==> src/rtl/timer_ctrl.sv <==
// timer_ctrl: sequencing FSM for the counter_mod10 countdown chain.
// Turns keypad/door events into load/clear strobes for the counters and
// divides the clock into countdown ticks while the oven is running.
module timer_ctrl #(
    parameter int TICK_DIV = 100,
    parameter int PW       = 16
) (
    input  logic       clock,
    input  logic       reset,
    input  logic       load_req,
    input  logic       start,
    input  logic       stop,
    input  logic       clear,
    input  logic       door_closed,
    input  logic       counters_zero,
    output logic       loadn,
    output logic       clearn,
    output logic       enable,
    output logic       heater_on,
    output logic       done,
    output logic [2:0] state_o
);

    localparam logic [2:0]    S_IDLE     = 3'd0;
    localparam logic [2:0]    S_RUN      = 3'd1;
    localparam logic [2:0]    S_PAUSE    = 3'd2;
    localparam logic [2:0]    S_DONE     = 3'd3;
    localparam logic [PW-1:0] PRESC_LAST = PW'(TICK_DIV - 1);

    logic [2:0]    r_state;
    logic [PW-1:0] r_presc;
    logic          r_loadn;
    logic          r_clearn;
    logic          r_enable;
    logic          r_heater;
    logic          r_done;
    logic [2:0]    r_state_o;

    logic [2:0]    w_next_state;
    logic [PW-1:0] w_next_presc;
    logic          w_hold;
    logic          w_loadn_d;
    logic          w_clearn_d;
    logic          w_enable_d;

    // Pause request: explicit stop key or the door being opened.
    assign w_hold = stop | ~door_closed;

    // State, prescaler and all registered outputs.
    always_ff @(posedge clock) begin
        if (reset) begin
            r_state   <= S_IDLE;
            r_presc   <= '0;
            r_loadn   <= 1'b1;
            r_clearn  <= 1'b1;
            r_enable  <= 1'b0;
            r_heater  <= 1'b0;
            r_done    <= 1'b0;
            r_state_o <= S_IDLE;
        end else begin
            r_state   <= w_next_state;
            r_presc   <= w_next_presc;
            r_loadn   <= w_loadn_d;
            r_clearn  <= w_clearn_d;
            r_enable  <= w_enable_d;
            r_heater  <= (w_next_state == S_RUN);
            r_done    <= (w_next_state == S_DONE);
            r_state_o <= w_next_state;
        end
    end

    // Next phase and prescaler; priority is clear, then pause request, then start/zero.
    always_comb begin
        w_next_state = r_state;
        w_next_presc = r_presc;
        case (r_state)
            S_IDLE: begin
                w_next_presc = '0;
                if (!clear && !w_hold && start && !counters_zero) begin
                    w_next_state = S_RUN;
                end
            end
            S_RUN: begin
                if (clear) begin
                    w_next_state = S_IDLE;
                    w_next_presc = '0;
                end else if (w_hold) begin
                    // Prescaler frozen so a resume continues the partial tick.
                    w_next_state = S_PAUSE;
                end else if (counters_zero) begin
                    w_next_state = S_DONE;
                end else if (r_presc == PRESC_LAST) begin
                    w_next_presc = '0;
                end else begin
                    w_next_presc = r_presc + PW'(1);
                end
            end
            S_PAUSE: begin
                if (clear) begin
                    w_next_state = S_IDLE;
                    w_next_presc = '0;
                end else if (start && door_closed && !stop) begin
                    w_next_state = S_RUN;
                end
            end
            S_DONE: begin
                if (clear || stop) begin
                    w_next_state = S_IDLE;
                    w_next_presc = '0;
                end
            end
            default: begin
                w_next_state = S_IDLE;
                w_next_presc = '0;
            end
        endcase
    end

    // Strobe generation; a held key re-arms only after the strobe has been high for a cycle.
    always_comb begin
        w_loadn_d  = 1'b1;
        w_clearn_d = 1'b1;
        w_enable_d = 1'b0;
        if (clear || (r_state == S_DONE && stop)) begin
            w_clearn_d = ~r_clearn;
        end else if (r_state == S_IDLE && w_next_state == S_IDLE && !w_hold && load_req) begin
            w_loadn_d = ~r_loadn;
        end
        // Tick only when staying in RUN, so stop, clear and zero all suppress it.
        if (r_state == S_RUN && w_next_state == S_RUN && r_presc == PRESC_LAST && !counters_zero) begin
            w_enable_d = 1'b1;
        end
    end

    assign loadn     = r_loadn;
    assign clearn    = r_clearn;
    assign enable    = r_enable;
    assign heater_on = r_heater;
    assign done      = r_done;
    assign state_o   = r_state_o;

endmodule

==> config.mk <==
export PLATFORM = sky130hd
export DESIGN_NAME = timer_ctrl
export DESIGN_NICKNAME = d
export VERILOG_FILES = /design/src/rtl/timer_ctrl.sv
export SDC_FILE = /design/constraint.sdc
export NUM_CORES = 1
export LEC_CHECK = 0
export ABC_AREA = 1
export BUFFER_PORTS_ARGS = -buffer_cell sky130_fd_sc_hd__buf_4
export CAP_MARGIN = 20
export CORE_UTILIZATION = 40
export CTS_BUF_LIST = sky130_fd_sc_hd__clkbuf_4
export DETAILED_ROUTE_END_ITERATION = 10
export GPL_ROUTABILITY_DRIVEN = 0
export SETUP_SLACK_MARGIN = 0.1
export SLEW_MARGIN = 0
export SYNTH_ARGS = -nofsm -noshare
export SYNTH_HDL_FRONTEND = slang
export SYNTH_SLANG_ARGS = --single-unit
export TNS_END_PERCENT = 100
==> constraint.sdc <==
create_clock -name clock -period 1.7 [get_ports clock]
set_input_delay 0.34 -clock clock [delete_from_list [all_inputs] [get_ports clock]]
set_output_delay 0.34 -clock clock [all_outputs]
set_load 0.1 [all_outputs]
==> out/qor.csv, run 1 <==
metric,value,unit
outcome,finished clean,
synth_edf_count,0,
internal-power,690,uW
cts_setup_buffers,0,
fill_cells,323,
cts.reportedPaths.clkPinSlew,0.13,ns
synthDistinctLibCells,31,
cts.path.max_buffers,2,
global_routing_met2_resource_utilization,26.1,%
first_iter_violations,32,
timing.critical_path.arrival,1.73,ns
synth-seq-cells,24,
clockPowerShare,30.7,%
p_comb_share,7.3,%
n_antenna_cell,0,
grt_overflow,0,
async_reset_ff_share,0,%
finalCritPeriodShare,88.6,%
antenna_left,0,
netlist.area_leader.share,34.9,%
detail_route.first_pass.iterations,4,
relative_contribution_of_sequential_cells_to_total_power,62.0,%
post_cts_hold_buffer_count,0,
yosys-mux-area-fraction,0,%
clock_latency,0.32,ns
largest_family_of_logic_cells_by_synthesized_area,simple AND/OR/NAND/NOR gates,
place.detailed.hpwl,2.04,mm
via_per_inst,4.67,
power.switching_fraction,24.1,%
power.ir.vdd_worst,0.000406,V
grt_start_max_net_pins,14,
startpoint_type,flip-flop,
ys_warn_count,0,
mappedNetlistArea,1380,sq um
gr-usage-met1,20.9,%
maxCapViolations,0,
synth_area_leaders,"sky130_fd_sc_hd__dfxtp_1 (35%), sky130_fd_sc_hd__nand2_1 (11%), sky130_fd_sc_hd__nor2_1 (11%)",
grt_setup_unrepaired,no,
clockRootBuffer,sky130_fd_sc_hd__clkbuf_4,
placement.io_buffers,15,
final_util,50.2,%
synth-compound-area-share,7.00,%
average_routed_wire_per_standard_cell,9.98,um
dp_cells,260,
hold_viol_final,0,
netlist_top_cells_count,"sky130_fd_sc_hd__nand2_1 (40), sky130_fd_sc_hd__nor2_1 (39), sky130_fd_sc_hd__inv_1 (29), sky130_fd_sc_hd__dfxtp_1 (24)",
power.density,575,nW/um^2
critPathKind,flip-flop to flip-flop,
post_route_cells_drive_above_1_share,23.2,%
final_stage_net_count,230,
routed-via-count,1232,
synth_xor_area_share,0,%
cts_tree,built,
clock-sinks,24,
syn2layout_area_growth,14.9,%
clock_tree.htree_level_count,1,
leading_register_cell_type_out_of_synthesis,sky130_fd_sc_hd__dfxtp_1,
antenna_found_initial,0,
vias_in_the_first_global_route,1075,
die_h,60.7,um
netlist.top_cell.by_area,sky130_fd_sc_hd__dfxtp_1,
timing_max_transition_violations_final,0,
core_region_area,3150,sq um
achievable-frequency,664,MHz
leakage,0.000643,uW
fin_crit,1.51,ns
gr-max-usage-layer,met2,
power.total,910,uW
stdcell_count,264,
final_wirelength,2.63,mm
worst-endpoint-required,1.92,ns
setup_viol,0,
core.rowCount,20,
power.switching,220,uW
post-route-drc-count,0,
grt_pass1_wl,4.40,mm
avg_cell_area_syn,6.81,sq um
resized_gates_after_cts,1,
post_synth_fa_ha_maj_area_fraction,0.909,%
cts_inserted_buffers,3,
boundaryPins,16,
chipWidth,60.7,um
critical_path.endpoint_type,flip-flop,
track_usage,15.8,%
postSynthCellCount,202,
cp_max_fo,4,
dieArea,3680,sq um
finalSetupTns,0,ns
effective_utilization_at_floorplan,43.7,%
synth.most_common_cell,sky130_fd_sc_hd__nand2_1,
seq_area_frac_synth,34.9,%
synth_fp_nets,211,
hold_path.class,primary input to flip-flop,
worst_clock_skew,0.00692,ns
global_route.usage.met3,4.48,%
synthSimpleGateAreaFrac,46.1,%
power groups by stage:
stage          clock network [uW]  logic (uW)  registers (uW)
2_1_floorplan                   0        19.6             600
3_3_place_gp                    0        66.0             577
3_5_place_dp                    0        66.7             577
4_1_cts                       301        66.5             565
5_1_grt                       327        70.2             566
6_report                      279        66.2             564
per-stage QoR:
| stage | hold slack [ns] | setup WS [ns] | cell area (sq um) |
|---|---|---|---|
| 2_1_floorplan | 0.462 | 0.173 | 1390 |
| 3_3_place_gp | 0.397 | 0.106 | 1540 |
| 3_5_place_dp | 0.410 | 0.0764 | 1540 |
| 4_1_cts | 0.216 | 0.143 | 1570 |
| 5_1_grt | 0.203 | 0.0748 | 1580 |
| 6_report | 0.226 | 0.194 | 1580 |
worst paths after layout:
check	start	to	slack [ns]	depth (start not counted)
worst max-delay path	r_presc[1]	r_presc[14]	0.19	8
worst min register to register	clearn	clearn	0.43	1
worst max register to register	r_presc[1]	r_presc[14]	0.19	8
worst min-delay path	reset	heater_on	0.23	2
registers in the layout, indices dropped and copies added, names as in the netlist:
name,count
loadn,1
done,1
heater_on,1
enable,1
r_presc,16
clearn,1
state_o,3
cell usage in the layout (no fill, tap or decap), drive strengths merged, types with 2 or more instances in the layout:
cell type / n
a21oi: 3
a31oi: 3
buf: 17
clkbuf: 4
dfxtp: 24
inv: 31
nand2: 48
nand3: 12
nand4: 5
nor2: 46
nor3: 9
o21ai: 11
or2: 2
layer usage:
layer,wire length (um),up-vias
li1,-,669
met1,1320,548
met2,1230,12
met3,71,3
met4,10,0
met5,0,-
area by class of cell:
cell class / instances / area, sq um / area share, %
Clock buffer: 4 / 30.0 / 1.90
Multi-Input combinational cell: 144 / 754 / 47.7
Timing Repair Buffer: 17 / 128 / 8.07
Sequential cell: 24 / 493 / 31.2
Tap cell: 44 / 55.1 / 3.48
Inverter: 31 / 121 / 7.67
critical path, stage by stage (launching register included):
cell and delay (ns):
sky130_fd_sc_hd__dfxtp_1 0.38, sky130_fd_sc_hd__ha_1 0.17, sky130_fd_sc_hd__nand2_1 0.07, sky130_fd_sc_hd__nor2_2 0.15, sky130_fd_sc_hd__nand2_1 0.14, sky130_fd_sc_hd__nor2_4 0.15, sky130_fd_sc_hd__nand3_1 0.15, sky130_fd_sc_hd__o21ai_2 0.16
sky130_fd_sc_hd__nor2_2 0.04
cells by family (layout without fill, tap and decap cells):
family | Yosys count | in the layout
AOI/OAI and AO/OA | 17 | 17
adders and majority gates | 1 | 1
buffers and inverters | 34 | 52
DFF | 24 | 24
other | 1 | 1
and+or+nand+nor | 125 | 125
Power figures use the tool's default switching activity.
==> run 2: changes to the inputs <==
CORE_UTILIZATION = 55   (was 40)
PLACE_DENSITY = 0.76   (was default)
==> out/qor.csv, run 2 (same netlist as run 1, synthesis figures left out) <==
metric,value,unit
cts_setup_buffers,0,
via_per_inst,5.09,
stdcell_count,248,
detail_route.first_pass.iterations,4,
clock_tree.htree_level_count,1,
clock_latency,0.31,ns
outcome,finished clean,
dp_cells,244,
setup_viol,0,
hold_path.class,primary input to flip-flop,
worst_stage_delay_on_the_critical_path,0.37,ns
post-route-drc-count,0,
place.detailed.hpwl,2.07,mm
timing_max_transition_violations_final,0,
worst_clock_skew,0.00275,ns
final_wirelength,2.60,mm
average_routed_wire_per_standard_cell,10.5,um
worst-r2r-setup-slack,0.23,ns
grt_pass1_wl,4.33,mm
dieArea,2710,sq um
power.density,561,nW/um^2
startpoint_type,flip-flop,
leakage,0.000638,uW
fin_crit,1.47,ns
vias_in_the_first_global_route,1050,
placement.io_buffers,15,
boundaryPins,16,
finalCritPeriodShare,86.6,%
registers.top_by_ff_count,r_presc,
critical_path.endpoint_type,flip-flop,
cts.reportedPaths.clkPinSlew,0.12,ns
clock-sinks,24,
grt_overflow,0,
place_worst_setup_slack,0.0996,ns
crit_path_top_delay_cell,sky130_fd_sc_hd__dfxtp_2,
post-route-worst-setup-slack,0.228,ns
antenna_found_initial,0,
critPathKind,flip-flop to flip-flop,
final_cell_mix,"sky130_fd_sc_hd__nand2_1 (40), sky130_fd_sc_hd__nor2_1 (38), sky130_fd_sc_hd__inv_1 (29)",
final_stage_net_count,230,
final_area,1570,sq um
finalSetupTns,0,ns
routed-via-count,1262,
n_antenna_cell,0,
grt_setup_unrepaired,no,
number_of_flip_flops_in_the_largest_register,16,
first_iter_violations,22,
core_region_area,2280,sq um
cts.path.max_buffers,2,
hold_viol_final,0,
core.rowCount,17,
power.ir.vdd_worst,0.000486,V
effective_utilization_at_floorplan,60.5,%
achievable-frequency,679,MHz
clockRootBuffer,sky130_fd_sc_hd__clkbuf_4,
timing.critical_path.arrival,1.69,ns
worst_hold_path_cell_count,2,
chipWidth,52.0,um
cp_max_fo,4,
worst-endpoint-required,1.92,ns
layout_commonest_cell,sky130_fd_sc_hd__nand2_1,
place_area,1520,sq um
die_h,52.0,um
cts_inserted_buffers,3,
grt_start_max_net_pins,14,
worstPathCellList,ha_2 > nand2_1 > nor2_2 > nand2_1 > nor2_4 > nand3_2 > o21ai_2 > nor2_2,
track_usage,21.5,%
maxCapViolations,0,
cts_tree,built,
fill_cells,214,
antenna_left,0,
power.total,880,uW
syn2layout_area_growth,13.9,%
r2r.worst_path.cells,8,
post_route_cells_drive_above_1_share,24.5,%
==> run 2: where the power goes <==
part           total, uW  internal, uW  leakage [uW]  switching, uW
Clock                249          85.9     0.0000154            163
Combinational       66.7          20.5      0.000425           46.2
Sequential           564           562      0.000197           2.52
==> run 2: worst max-delay path, delay by kind of cell, from the launching register on <==
kind / cells / cell delay, ns
and+or+nand+nor: 6 / 0.64
DFF: 1 / 0.37
AOI/OAI and AO/OA: 1 / 0.18
adders and majority gates: 1 / 0.21
==> run 2: what timing repair did <==
action | CTS | global route
hold buffers | 0 | 0
resized for setup | 1 | 7
setup endpoints to repair | 1 | 3
hold endpoints to repair | 0 | 0
pin swaps | 0 | 1
==> run 2: path summary, 6_finish.rpt <==
| kind | from | end |
|---|---|---|
| setup / recovery | r_presc[0] | r_presc[14] |
| hold / removal | reset | heater_on |
| setup reg to reg | r_presc[0] | r_presc[14] |
| hold reg to reg | clearn | clearn |
==> run 2: cell type report <==
cell class / instances / area (sq um) / area share (%)
inverters: 31 / 119 / 7.58
clock inverters: 1 / 3.75 / 0.239
flip-flops and latches: 24 / 494 / 31.5
clock buffers: 3 / 22.5 / 1.44
multi-input cells: 144 / 766 / 48.8
well taps: 28 / 35.0 / 2.23
repair buffers: 17 / 128 / 8.14
==> run 2: routing by layer <==
metal	share of wire, %	global-route usage, %
met3	3.7	2.34
met4	1.3	9.91
met2	44	32.9
met1	51	30.0
met5	0	0
==> run 2: through the flow <==
step / util (%) / hold slack (ns)
2_1_floorplan: - / 0.462
5_1_grt: 68.9 / 0.241
3_3_place_gp: 66.8 / 0.393
4_1_cts: 68.1 / 0.235
6_report: 68.9 / 0.249
3_5_place_dp: 66.8 / 0.397
